File: src/rtl/core_arb_pkg.sv
// Shared types and seven-segment helpers for the core result arbiter.
package core_arb_pkg;

  typedef enum logic [1:0] {
    SEARCH = 2'd0,
    FOUND  = 2'd1,
    FAIL   = 2'd2
  } arb_state_t;

  typedef enum logic [1:0] {
    SEG_MODE_BLANK = 2'd0,
    SEG_MODE_HEX   = 2'd1,
    SEG_MODE_DASH  = 2'd2
  } seg_mode_t;

  localparam logic [6:0] SEG_BLANK   = 7'h7F;
  localparam logic [6:0] SEG_DASH    = 7'h3F;
  localparam int         DISP_DIGITS = 6;

  // Active-low {g,f,e,d,c,b,a} glyphs for 0-F.
  function automatic logic [6:0] nibble_to_seg(input logic [3:0] nib);
    logic [6:0] seg;
    case (nib)
      4'h0: seg = 7'h40;
      4'h1: seg = 7'h79;
      4'h2: seg = 7'h24;
      4'h3: seg = 7'h30;
      4'h4: seg = 7'h19;
      4'h5: seg = 7'h12;
      4'h6: seg = 7'h02;
      4'h7: seg = 7'h78;
      4'h8: seg = 7'h00;
      4'h9: seg = 7'h10;
      4'hA: seg = 7'h08;
      4'hB: seg = 7'h03;
      4'hC: seg = 7'h46;
      4'hD: seg = 7'h21;
      4'hE: seg = 7'h06;
      default: seg = 7'h0E;
    endcase
    return seg;
  endfunction

endpackage

File: src/rtl/hex_seg_decoder.sv
// One seven-segment digit: blank, hex glyph, or dash.
module hex_seg_decoder
  import core_arb_pkg::*;
(
  input  logic [3:0] nibble_i,
  input  seg_mode_t  mode_i,
  output logic [6:0] seg_o
);

  always_comb begin
    seg_o = SEG_BLANK;
    case (mode_i)
      SEG_MODE_HEX:  seg_o = nibble_to_seg(nibble_i);
      SEG_MODE_DASH: seg_o = SEG_DASH;
      default:       seg_o = SEG_BLANK;
    endcase
  end

endmodule

File: src/rtl/core_result_arbiter.sv
// Picks the first decryption core to finish, latches its key, stops the
// others, counts search cycles and drives the status display.
module core_result_arbiter
  import core_arb_pkg::*;
#(
  parameter int NUM_CORES = 4,
  parameter int KEY_WIDTH = 24,
  parameter int CNT_WIDTH = 32
) (
  input  logic                           clk,
  input  logic                           reset_n,
  input  logic [NUM_CORES-1:0]           core_finish,
  input  logic [NUM_CORES-1:0]           core_exhausted,
  input  logic [NUM_CORES*KEY_WIDTH-1:0] core_key,
  output logic                           outer_finish,
  output logic                           found,
  output logic                           fail,
  output logic [KEY_WIDTH-1:0]           winning_key,
  output logic [2:0]                     winner_index,
  output logic [CNT_WIDTH-1:0]           search_cycles,
  output logic [6:0]                     hex5,
  output logic [6:0]                     hex4,
  output logic [6:0]                     hex3,
  output logic [6:0]                     hex2,
  output logic [6:0]                     hex1,
  output logic [6:0]                     hex0,
  output logic                           led_busy
);

  arb_state_t           state_q, state_d;
  logic [KEY_WIDTH-1:0] key_q,   key_d;
  logic [2:0]           idx_q,   idx_d;
  logic [CNT_WIDTH-1:0] cnt_q,   cnt_d;

  logic                 any_fin;
  logic [2:0]           fin_idx;
  logic [KEY_WIDTH-1:0] fin_key;

  // Descending scan so the lowest set index is the one left standing.
  always_comb begin
    fin_idx = '0;
    fin_key = '0;
    for (int i = NUM_CORES-1; i >= 0; i--) begin
      if (core_finish[i]) begin
        fin_idx = 3'(i);
        fin_key = core_key[i*KEY_WIDTH +: KEY_WIDTH];
      end
    end
  end

  assign any_fin = |core_finish;

  always_comb begin
    state_d = state_q;
    key_d   = key_q;
    idx_d   = idx_q;
    cnt_d   = cnt_q;
    case (state_q)
      SEARCH: begin
        cnt_d = (&cnt_q) ? cnt_q : cnt_q + 1'b1;
        if (any_fin) begin
          state_d = FOUND;
          key_d   = fin_key;
          idx_d   = fin_idx;
        end else if (&core_exhausted) begin
          state_d = FAIL;
        end
      end
      default: ;
    endcase
  end

  always_ff @(posedge clk or negedge reset_n) begin
    if (!reset_n) begin
      state_q <= SEARCH;
      key_q   <= '0;
      idx_q   <= '0;
      cnt_q   <= '0;
    end else begin
      state_q <= state_d;
      key_q   <= key_d;
      idx_q   <= idx_d;
      cnt_q   <= cnt_d;
    end
  end

  assign outer_finish  = (state_q != SEARCH);
  assign found         = (state_q == FOUND);
  assign fail          = (state_q == FAIL);
  assign led_busy      = (state_q == SEARCH);
  assign winning_key   = key_q;
  assign winner_index  = idx_q;
  assign search_cycles = cnt_q;

  // Display always shows six nibbles; narrower keys are zero-padded.
  logic [4*DISP_DIGITS-1:0]       disp_key;
  seg_mode_t                      seg_mode;
  logic [DISP_DIGITS-1:0][6:0]    seg;

  assign disp_key = (4*DISP_DIGITS)'(key_q);

  always_comb begin
    seg_mode = SEG_MODE_BLANK;
    case (state_q)
      FOUND:   seg_mode = SEG_MODE_HEX;
      FAIL:    seg_mode = SEG_MODE_DASH;
      default: seg_mode = SEG_MODE_BLANK;
    endcase
  end

  for (genvar g = 0; g < DISP_DIGITS; g++) begin : g_dig
    hex_seg_decoder u_dec (
      .nibble_i (disp_key[4*g +: 4]),
      .mode_i   (seg_mode),
      .seg_o    (seg[g])
    );
  end

  assign hex0 = seg[0];
  assign hex1 = seg[1];
  assign hex2 = seg[2];
  assign hex3 = seg[3];
  assign hex4 = seg[4];
  assign hex5 = seg[5];

endmodule

File: config.mk
export PLATFORM = sky130hd
export DESIGN_NAME = core_result_arbiter
export DESIGN_NICKNAME = d
export VERILOG_FILES = /design/src/rtl/core_arb_pkg.sv /design/src/rtl/hex_seg_decoder.sv /design/src/rtl/core_result_arbiter.sv
export SDC_FILE = /design/constraint.sdc
export NUM_CORES = 1
export LEC_CHECK = 0
export ABC_AREA = 1
export BUFFER_PORTS_ARGS = -buffer_cell sky130_fd_sc_hd__buf_4
export CAP_MARGIN = 20
export CORE_MARGIN = 3
export CORE_UTILIZATION = 30
export CTS_CLUSTER_DIAMETER = 30
export DETAILED_ROUTE_END_ITERATION = 8
export PLACE_DENSITY = 0.52
export RECOVER_POWER = 100
export SLEW_MARGIN = 20
export SYNTH_ARGS = -nofsm -noshare
export SYNTH_HDL_FRONTEND = slang
export SYNTH_HIERARCHICAL = 1
export SYNTH_SLANG_ARGS = --single-unit
File: constraint.sdc
create_clock -name clk -period 1.8 [get_ports clk]
set_input_delay 0.36 -clock clk [delete_from_list [all_inputs] [get_ports clk]]
set_output_delay 0.36 -clock clk [all_outputs]
set_load 0.005 [all_outputs]
==> results of run 1 <==
## logic make-up after synthesis
family	after synthesis	share of synthesized area
and+or+nand+nor	611	0.422
buffers and inverters	139	0.0965
AOI/OAI and AO/OA	102	0.100
DFF	60	0.249
adders and majority gates	55	0.114
xor gates and xnor gates	12	0.0174
other	1	0.000621
## state kept, by name (all words and copies together) (netlist names)
register	count
search_cycles	32
state_q	2
winner_index	2
winning_key	24
## layer usage
layer | part of all wire | vias to the layer above
met4 | 0.013 | 0
li1 | - | 3648
met2 | 0.49 | 203
met1 | 0.43 | 3110
met5 | 0 | -
met3 | 0.066 | 24
## power breakdown
| part | switching, mW | internal (mW) |
|---|---|---|
| clock network | 0.672 | 1.11 |
| logic | 0.679 | 0.624 |
| registers | 0.126 | 1.41 |
## worst max-delay path, cell delays in order, from the launching register on
cell and delay (ps):
dfrtp_1 400, buf_6 130, nor2_4 150, buf_8 160
inv_2 50, ha_4 160, inv_4 70, a21oi_1 40
nand2_1 160, nand2_2 70, buf_6 120
## path summary, 6_finish.rpt
path	startpoint	end	slack, ps	depth (start not counted)
worst max-delay path	state_q[0]	hex3[4]	-410	10
worst min-delay path	core_key[41]	winning_key[17]	310	3
worst max register to register	state_q[0]	winning_key[2]	-80	8
worst min register to register	search_cycles[18]	search_cycles[18]	510	2
max in group asynchronous	reset_n	winning_key[8]	380	3
min in group asynchronous	reset_n	search_cycles[27]	530	2
## stage by stage
stage          TNS (ps)  power [mW]  hold slack [ps]  worst slack [ps]
3_5_place_dp      -3420        2.77              285              -123
2_1_floorplan         0        2.14             64.4              30.0
6_report         -15070        4.62              315              -413
5_1_grt          -22540        4.91              328              -468
3_3_place_gp      -2290        2.77              285             -99.3
4_1_cts          -15550        4.69              299              -397
## cells in the final DEF, fill, tap and decap left out, drive strengths merged
| master | n |
|---|---|
| nand2 | 431 |
| buf | 228 |
| inv | 112 |
| nand3 | 75 |
| clkbuf | 70 |
| nor2 | 66 |
| dfrtp | 60 |
| ha | 55 |
| o21ai | 52 |
| or2 | 25 |
| a21oi | 25 |
| o2111ai | 24 |
| nand3b | 8 |
| xor2 | 6 |
| xnor2 | 6 |
| nand4 | 4 |
| nor3 | 3 |
| clkinv | 3 |
| clkinvlp | 2 |
| o211ai | 1 |
| and2 | 1 |
| conb | 1 |
| bufinv | 1 |
| dlygate4sd3 | 1 |
## Yosys cell counts
cell | count | area, um2
o211ai_1 | 1 | 7.51
and2_1 | 1 | 6.26
nor2_1 | 62 | 233
xor2_1 | 6 | 52.6
ha_1 | 55 | 688
nor2_2 | 2 | 12.5
conb_1 | 1 | 3.75
nand2_1 | 421 | 1580
nand3_1 | 74 | 370
dfrtp_1 | 60 | 1500
nand3b_1 | 8 | 60.1
clkbuf_1 | 10 | 37.5
nor2_4 | 2 | 22.5
or2_2 | 25 | 156
a21oi_1 | 24 | 120
xnor2_1 | 6 | 52.6
inv_2 | 8 | 30.0
nand2_4 | 2 | 22.5
a21oi_2 | 1 | 8.76
o21ai_0 | 30 | 150
nor3_1 | 3 | 15.0
buf_4 | 6 | 45.0
o21ai_1 | 22 | 110
nand2_2 | 6 | 37.5
nand4_1 | 4 | 25.0
buf_6 | 2 | 22.5
inv_1 | 99 | 372
o2111ai_1 | 24 | 210
nand3_2 | 1 | 10.0
buf_2 | 9 | 45.0
inv_4 | 5 | 31.3
## layout make-up
type                            instances  share of cell area
Clock inverter                          6             0.00678
Inverter                              112              0.0492
Timing Repair Buffer                  289               0.249
Tap cell                              265              0.0352
Sequential cell                        60               0.160
Clock buffer                           10              0.0254
Multi-Input combinational cell        783               0.474
## what timing repair did
action	4_1_cts	5_1_grt
cloned	1	2
endpoints found under the setup margin	43	75
endpoints found under the hold margin	21	0
hold buffers	1	0
buffers inserted	4	6
gates resized for setup	139	53
pin swaps	63	37
==> results.md, run 1 <==
- The count of yosys warnings during synthesis is 6.
- The number of antenna violations at the first check in global routing came to 0.
- The worst clock skew on the final layout is 6.03 ps.
- For met2 alone, demand over resource in global routing was 0.346.
- The HPWL reported at the end of detailed placement is 17000 um.
- Before antenna repair, the detailed router went through 5 iterations.
- The synthesized area per cell is 6.16 um2.
- TritonCTS built the clock tree.
- Measured on the finished design, the core utilization comes to 0.480.
- The fraction of met1 tracks used by global routing is 0.250.
- The count of cell types in the netlist is 31.
- The area inside the core boundary is 19600 um2.
- For this run, the top clock speed supported by timing is 452 MHz.
- For this configuration, the core starts out at a cell density of 0.308.
- The worst hold path belongs to the class input port to flip-flop.
- 0 antenna diodes ended up in the layout.
- The longest clock path from root to sink contains 2 buffers.
- The share of the Yosys chip area taken by registers is 0.249.
- The worst pin sits at a relative slew slack of 0.613.
- Across every metal layer, demand over resource in global routing totals 0.197.
- The synthesized netlist net count is 1141.
- The final non-filler cell total is 1525.
- CTS placed an instance of clkbuf_16 at the clock tree root.
- The placed instances occupy a cell area of 8430 um2.
- The met3 layer usage reported by global route is 0.0438.
- The number of instances in the synthesized netlist is 980.
- The area of the mapped netlist is 6040 um2.
- Dividing total power by cell area gives a power density of 490 nW/um2.
- The worst-path maximum fanout is 7.
- The count of clock tree sinks is 60.
- The required time at the worst-slack endpoint is 1440 ps.
- The number of buffer cells added on primary ports is 209.
- The die footprint is 21900 um2.
- The number of clock buffers added by TritonCTS is 9.
- Entering global routing, the biggest net connects 32 pins.
- Of the cells placed in the final design, the portion with a size suffix greater than 1 is 0.354.
- Counting flops and latches in the post-synthesis netlist gives 60.
- The global routing stage identified its most utilized layer as met2.
- The final setup violation count is 50.
- The number of global-route vias before repair was 6636.
- In the routed design, unresolved DRC markers number 0.
- After detailed routing, the average wire length per cell comes to 14.7 um.
- Setup repair after global routing could not meet its margin everywhere.
- After routing the design area is 9410 um2.
- The vias after detailed routing is 6985.
- Once detail routing completed, the nets flagged for antenna violations numbered 0.
- The fill cell instance count of the final layout is 2007.
- The layout overhead on the synthesized area is 55.8%.
- The I/O pin count is 211.
- The final period demand of the worst path is 2210 ps.
- In this run the horizontal extent of the chip is 148 um.
- After detailed routing, the total wire length is 22400 um.
- The capturing element type of the critical path is a primary output.
- From bottom edge to top edge, the die measures 148 um.
- The number of max-cap violations is 0.
- The violation count after the first detailed-routing iteration is 245.
- The multi-input combinational cells in the finished layout cover a total of 4470 um2.
- The count of final hold-check violations is 0.
- The later pin in the worst-skew pair is clocked with a latency of 350 ps.
- The final max-slew violation count is 0.
- Routability-driven placement finished with a final weighted congestion of 0.876.
- In this run the static leakage power is 4.47 nW.
- The total overflow left after global routing is 0.
- The flow ran to the end, but the final reports show violations.
- The routed via count divided by cell count is 4.58.
- The clock input transition at the sequential cells of the worst setup and hold paths is 60 ps.
- Across the whole layout, storage elements account for 1500 um2.
- The actual slew at the worst max-slew pin is 581 ps.
- The final net count is 1416.
- The type of the worst setup path is flip-flop to primary output.
- The final reports fail on setup timing.
- STA classifies the critical path startpoint as a flip-flop.
- The post-layout worst setup margin is -413 ps.
- Including well taps, the total number of placed cells is 1497.
- Of the available clock period, the critical path in the final layout requires 1.23.
- The first-pass GRT wire length is 34800 um.
- The arrival time of the worst setup path is 1850 ps.
- Row generation in the floorplan step produced 51 rows.
- The highest ir drop seen on vdd is 448 uV.
- The number of H-tree levels is 3.
(Power assumes the default switching activity.)
==> inputs of run 2 (changes only) <==
--- a/config.mk
+++ b/config.mk
@@ -12,6 +12,7 @@
 export CORE_UTILIZATION = 30
 export CTS_CLUSTER_DIAMETER = 30
 export DETAILED_ROUTE_END_ITERATION = 8
+export HOLD_SLACK_MARGIN = 0.03
 export PLACE_DENSITY = 0.52
 export RECOVER_POWER = 100
 export SLEW_MARGIN = 20
@@ -19,3 +20,4 @@
 export SYNTH_HDL_FRONTEND = slang
 export SYNTH_HIERARCHICAL = 1
 export SYNTH_SLANG_ARGS = --single-unit
+export TNS_END_PERCENT = 20
==> run 2 against run 1 <==
Clock power is essentially flat. Count of clock-buffer cells in the layout unchanged. Maximum frequency rose by 0.44%. Critical endpoint unchanged. Sequential share of layout area grew 0.15 points. Worst setup slack better by 9.7 ps. Total power about the same. Combinational power is essentially flat. Critical path depth did not move. Clock skew about the same. The flow still finishes with violations (setup timing).
==> results.md, run 2 (synthesis results as in run 1) <==
- The flow ran to the end, but the final reports show violations.
- The final reports fail on setup timing.
- The leftover overflow at the end of global routing is 0.
- The worst setup path is of the flip-flop to primary output kind.
- The number of flip-flops in the largest register is 32.
- The sum of routed wire length over all layers is 22000 um.
- For this run, the slowest stage of the critical path takes 400 ps.
- The count of clock tree sinks is 60.
- The worst-path maximum fanout is 7.
- The destination of the worst register-to-register timing path is search_cycles[18].
- The commonest non-fill, non-tap cell in the layout is nand2_1.
- The die is 148 um wide.
- In the final layout, the share of cells above drive strength 1 is 0.345.
- Setup repair after global routing could not meet its margin everywhere.
- The antenna diode count is 0.
- The final setup violation count is 43.
- The H-tree was split into 3 levels.
- The arrival time of the worst setup path is 1840 ps.
- The final weighted congestion in routability-driven placement is 0.876.
- The slowest stage of the critical path is the dfrtp_1 cell.
- The actual slew at the worst max-slew pin is 590 ps.
- The worst slew margin relative to its limit is 0.607.
- The maximum number of pins on one net before global-route repair is 32.
- The signal on the critical path passes through buf_6 -> nor2_4 -> buf_12 -> inv_4 -> ha_4 -> inv_4 -> a21oi_1 -> nand2_1 -> nand2_2 -> buf_6.
- The worst slack at placement is -123 ps.
- In this run the tool buffered the top-level ports with 209 buffer cells.
- For the worst-skew pair, the clock arrives at the later sink with an insertion delay of 350 ps.
- For this configuration, the core starts out at a cell density of 0.308.
- The top cell types in the final layout, fill and taps aside, are nand2_1 (383), buf_4 (174), inv_1 (79), nand3_1 (62), dfrtp_1 (60).
- For this design the ratio of total power to cell area is 495 nW/um2.
- The beginning of the worst register-to-register path is state_q[0].
- Summed over all nets, the half-perimeter wirelength after detailed placement is 17000 um.
- The worst register-to-register path has a setup slack of 20 ps.
- Tracing the worst setup path back leads to its startpoint at state_q[0].
- The highest ir drop seen on vdd is 446 uV.
- The number of global-route vias before repair is 6606.
- The min-delay analysis places its worst path in the category input port to flip-flop.
- The number of detailed-routing iterations run before antenna repair is 4.
- The global-route usage over all layers is 0.196.
- The vias after detailed routing is 6954.
- The core region is 19600 um2.
- The I/O pin count is 211.
- The TritonCTS clock tree is built.
- STA classifies the critical path startpoint as a flip-flop.
- The capturing element type of the critical path is a primary output.
- The TritonCTS buffer count is 9.
- The number of antenna violations at the first check in global routing is 0.
- The final-layout setup total negative slack is -14720 ps.
- After layout, the worst setup slack is -404 ps.
- In the routed layout, each cell is associated on average with a via count of 4.58.
- After clock tree synthesis, the clock-pin slew on the worst setup and hold paths is 60 ps.
- The row count is 51.
- The routed wire length per instance is 14.5 um.
- The root cell of the clock tree is clkbuf_16.
- The first-pass GRT wire length is 34600 um.
- The most critical setup path has its endpoint at hex3[4].
- The final max-slew violation count came to 0.
- Among cell families on the critical path, the largest total delay comes from buffers and inverters.
- In the finished design, the share of the clock period the worst path needs comes to 1.22.
- The die covers 21900 um2.
- The final net count is 1410.
- The critical path runs through a total of 10 cells.
- For the worst flop-to-flop path, the logic depth is 10.
- Relative to the synthesized area, the layout overhead comes to 54.4%.
- The static leakage power is 4.44 nW.
- The maximum root-to-sink buffer count is 2.
- The first routing iteration left 223 violations.
- The required time at the worst-slack endpoint is 1440 ps.
- The count of final hold-check violations was 0.
- In this run the vertical extent of the chip is 148 um.
- The tool flagged a number of max-cap violations equal to 0.
- Derived from the worst setup path, the maximum achievable clock frequency is 454 MHz.
- The final period demand of the worst path is 2200 ps.
- For this run, design rule violations remaining after detail routing come to 0.
- The detail route stage leaves a number of antenna-violating nets equal to 0.
- The clock arrives with 6.50 ps of skew.
- The critical path contains buffers and inverters numbering 5 combined.
==> run 2: changes by cell type in the layout (fill, tap and decap cells not counted), sizes merged <==
cell / previous run / this run
buf: 228 / 222
nand2: 431 / 429
clkbuf: 70 / 72
==> run 2: worst min path at each step <==
stage	from	slack (ps)	cells after the start	end
floorplan	reset_n	60	0	search_cycles[0]
global placement	reset_n	290	1	search_cycles[27]
detailed placement	reset_n	290	1	search_cycles[27]
CTS	core_key[47]	300	3	winning_key[23]
global route	core_key[47]	330	3	winning_key[23]
finish	core_key[41]	320	3	winning_key[17]
==> run 2: where the power goes <==
part           internal (mW)  switching, mW  total, mW
combinational          0.625          0.681       1.31
clock                   1.11          0.670       1.78
sequential              1.41          0.125       1.53
total                   3.14           1.48       4.62
==> run 2: stage by stage <==
stage	hold WS [ps]	total power [mW]	std cells	util	instance area, um2
after detailed placement	285	2.77	1497	0.431	8430
after global placement	285	2.77	1497	0.431	8430
after global routing	328	4.91	1519	0.476	9320
after CTS	299	4.68	1519	0.470	9210
after floorplan	64.4	2.14	980	-	6050
final	316	4.62	1519	0.476	9320
==> run 2: routing by layer <==
metal  vias to the layer above  global-route usage  wire length, um
li1                       3634                   -                -
met1                      3109               0.249             9540
met2                       192               0.345            10800
met3                        19              0.0441             1380
met4                         0              0.0388              235
met5                         -                   0                0
==> run 2: final cells by class <==
cell class / instances / area, um2
Fill cell: 2005 / 10300
Multi-Input combinational cell: 781 / 4410
Timing Repair Buffer: 285 / 2310
Sequential cell: 60 / 1500
Inverter: 112 / 473
Tap cell: 265 / 332
Clock buffer: 10 / 239
Clock inverter: 6 / 63.8
==> run 2: repair_timing <==
item,in CTS,in global routing
hold buffers,1,0
endpoints found under the setup margin,43,75
hold endpoints to repair,21,0
setup buffers,4,0
pin swaps,53,32
gates cloned,1,0
resized for setup,111,69
==> run 2: worst register-to-register path, stage by stage (launching register included) <==
cell	delay [ps]
dfrtp_1	400
buf_6	130
buf_4	120
buf_4	120
nor2_1	120
clkbuf_2	260
nand3_1	110
nor3_1	230
nand2_1	90
nand2_1	60
nand2_1	40
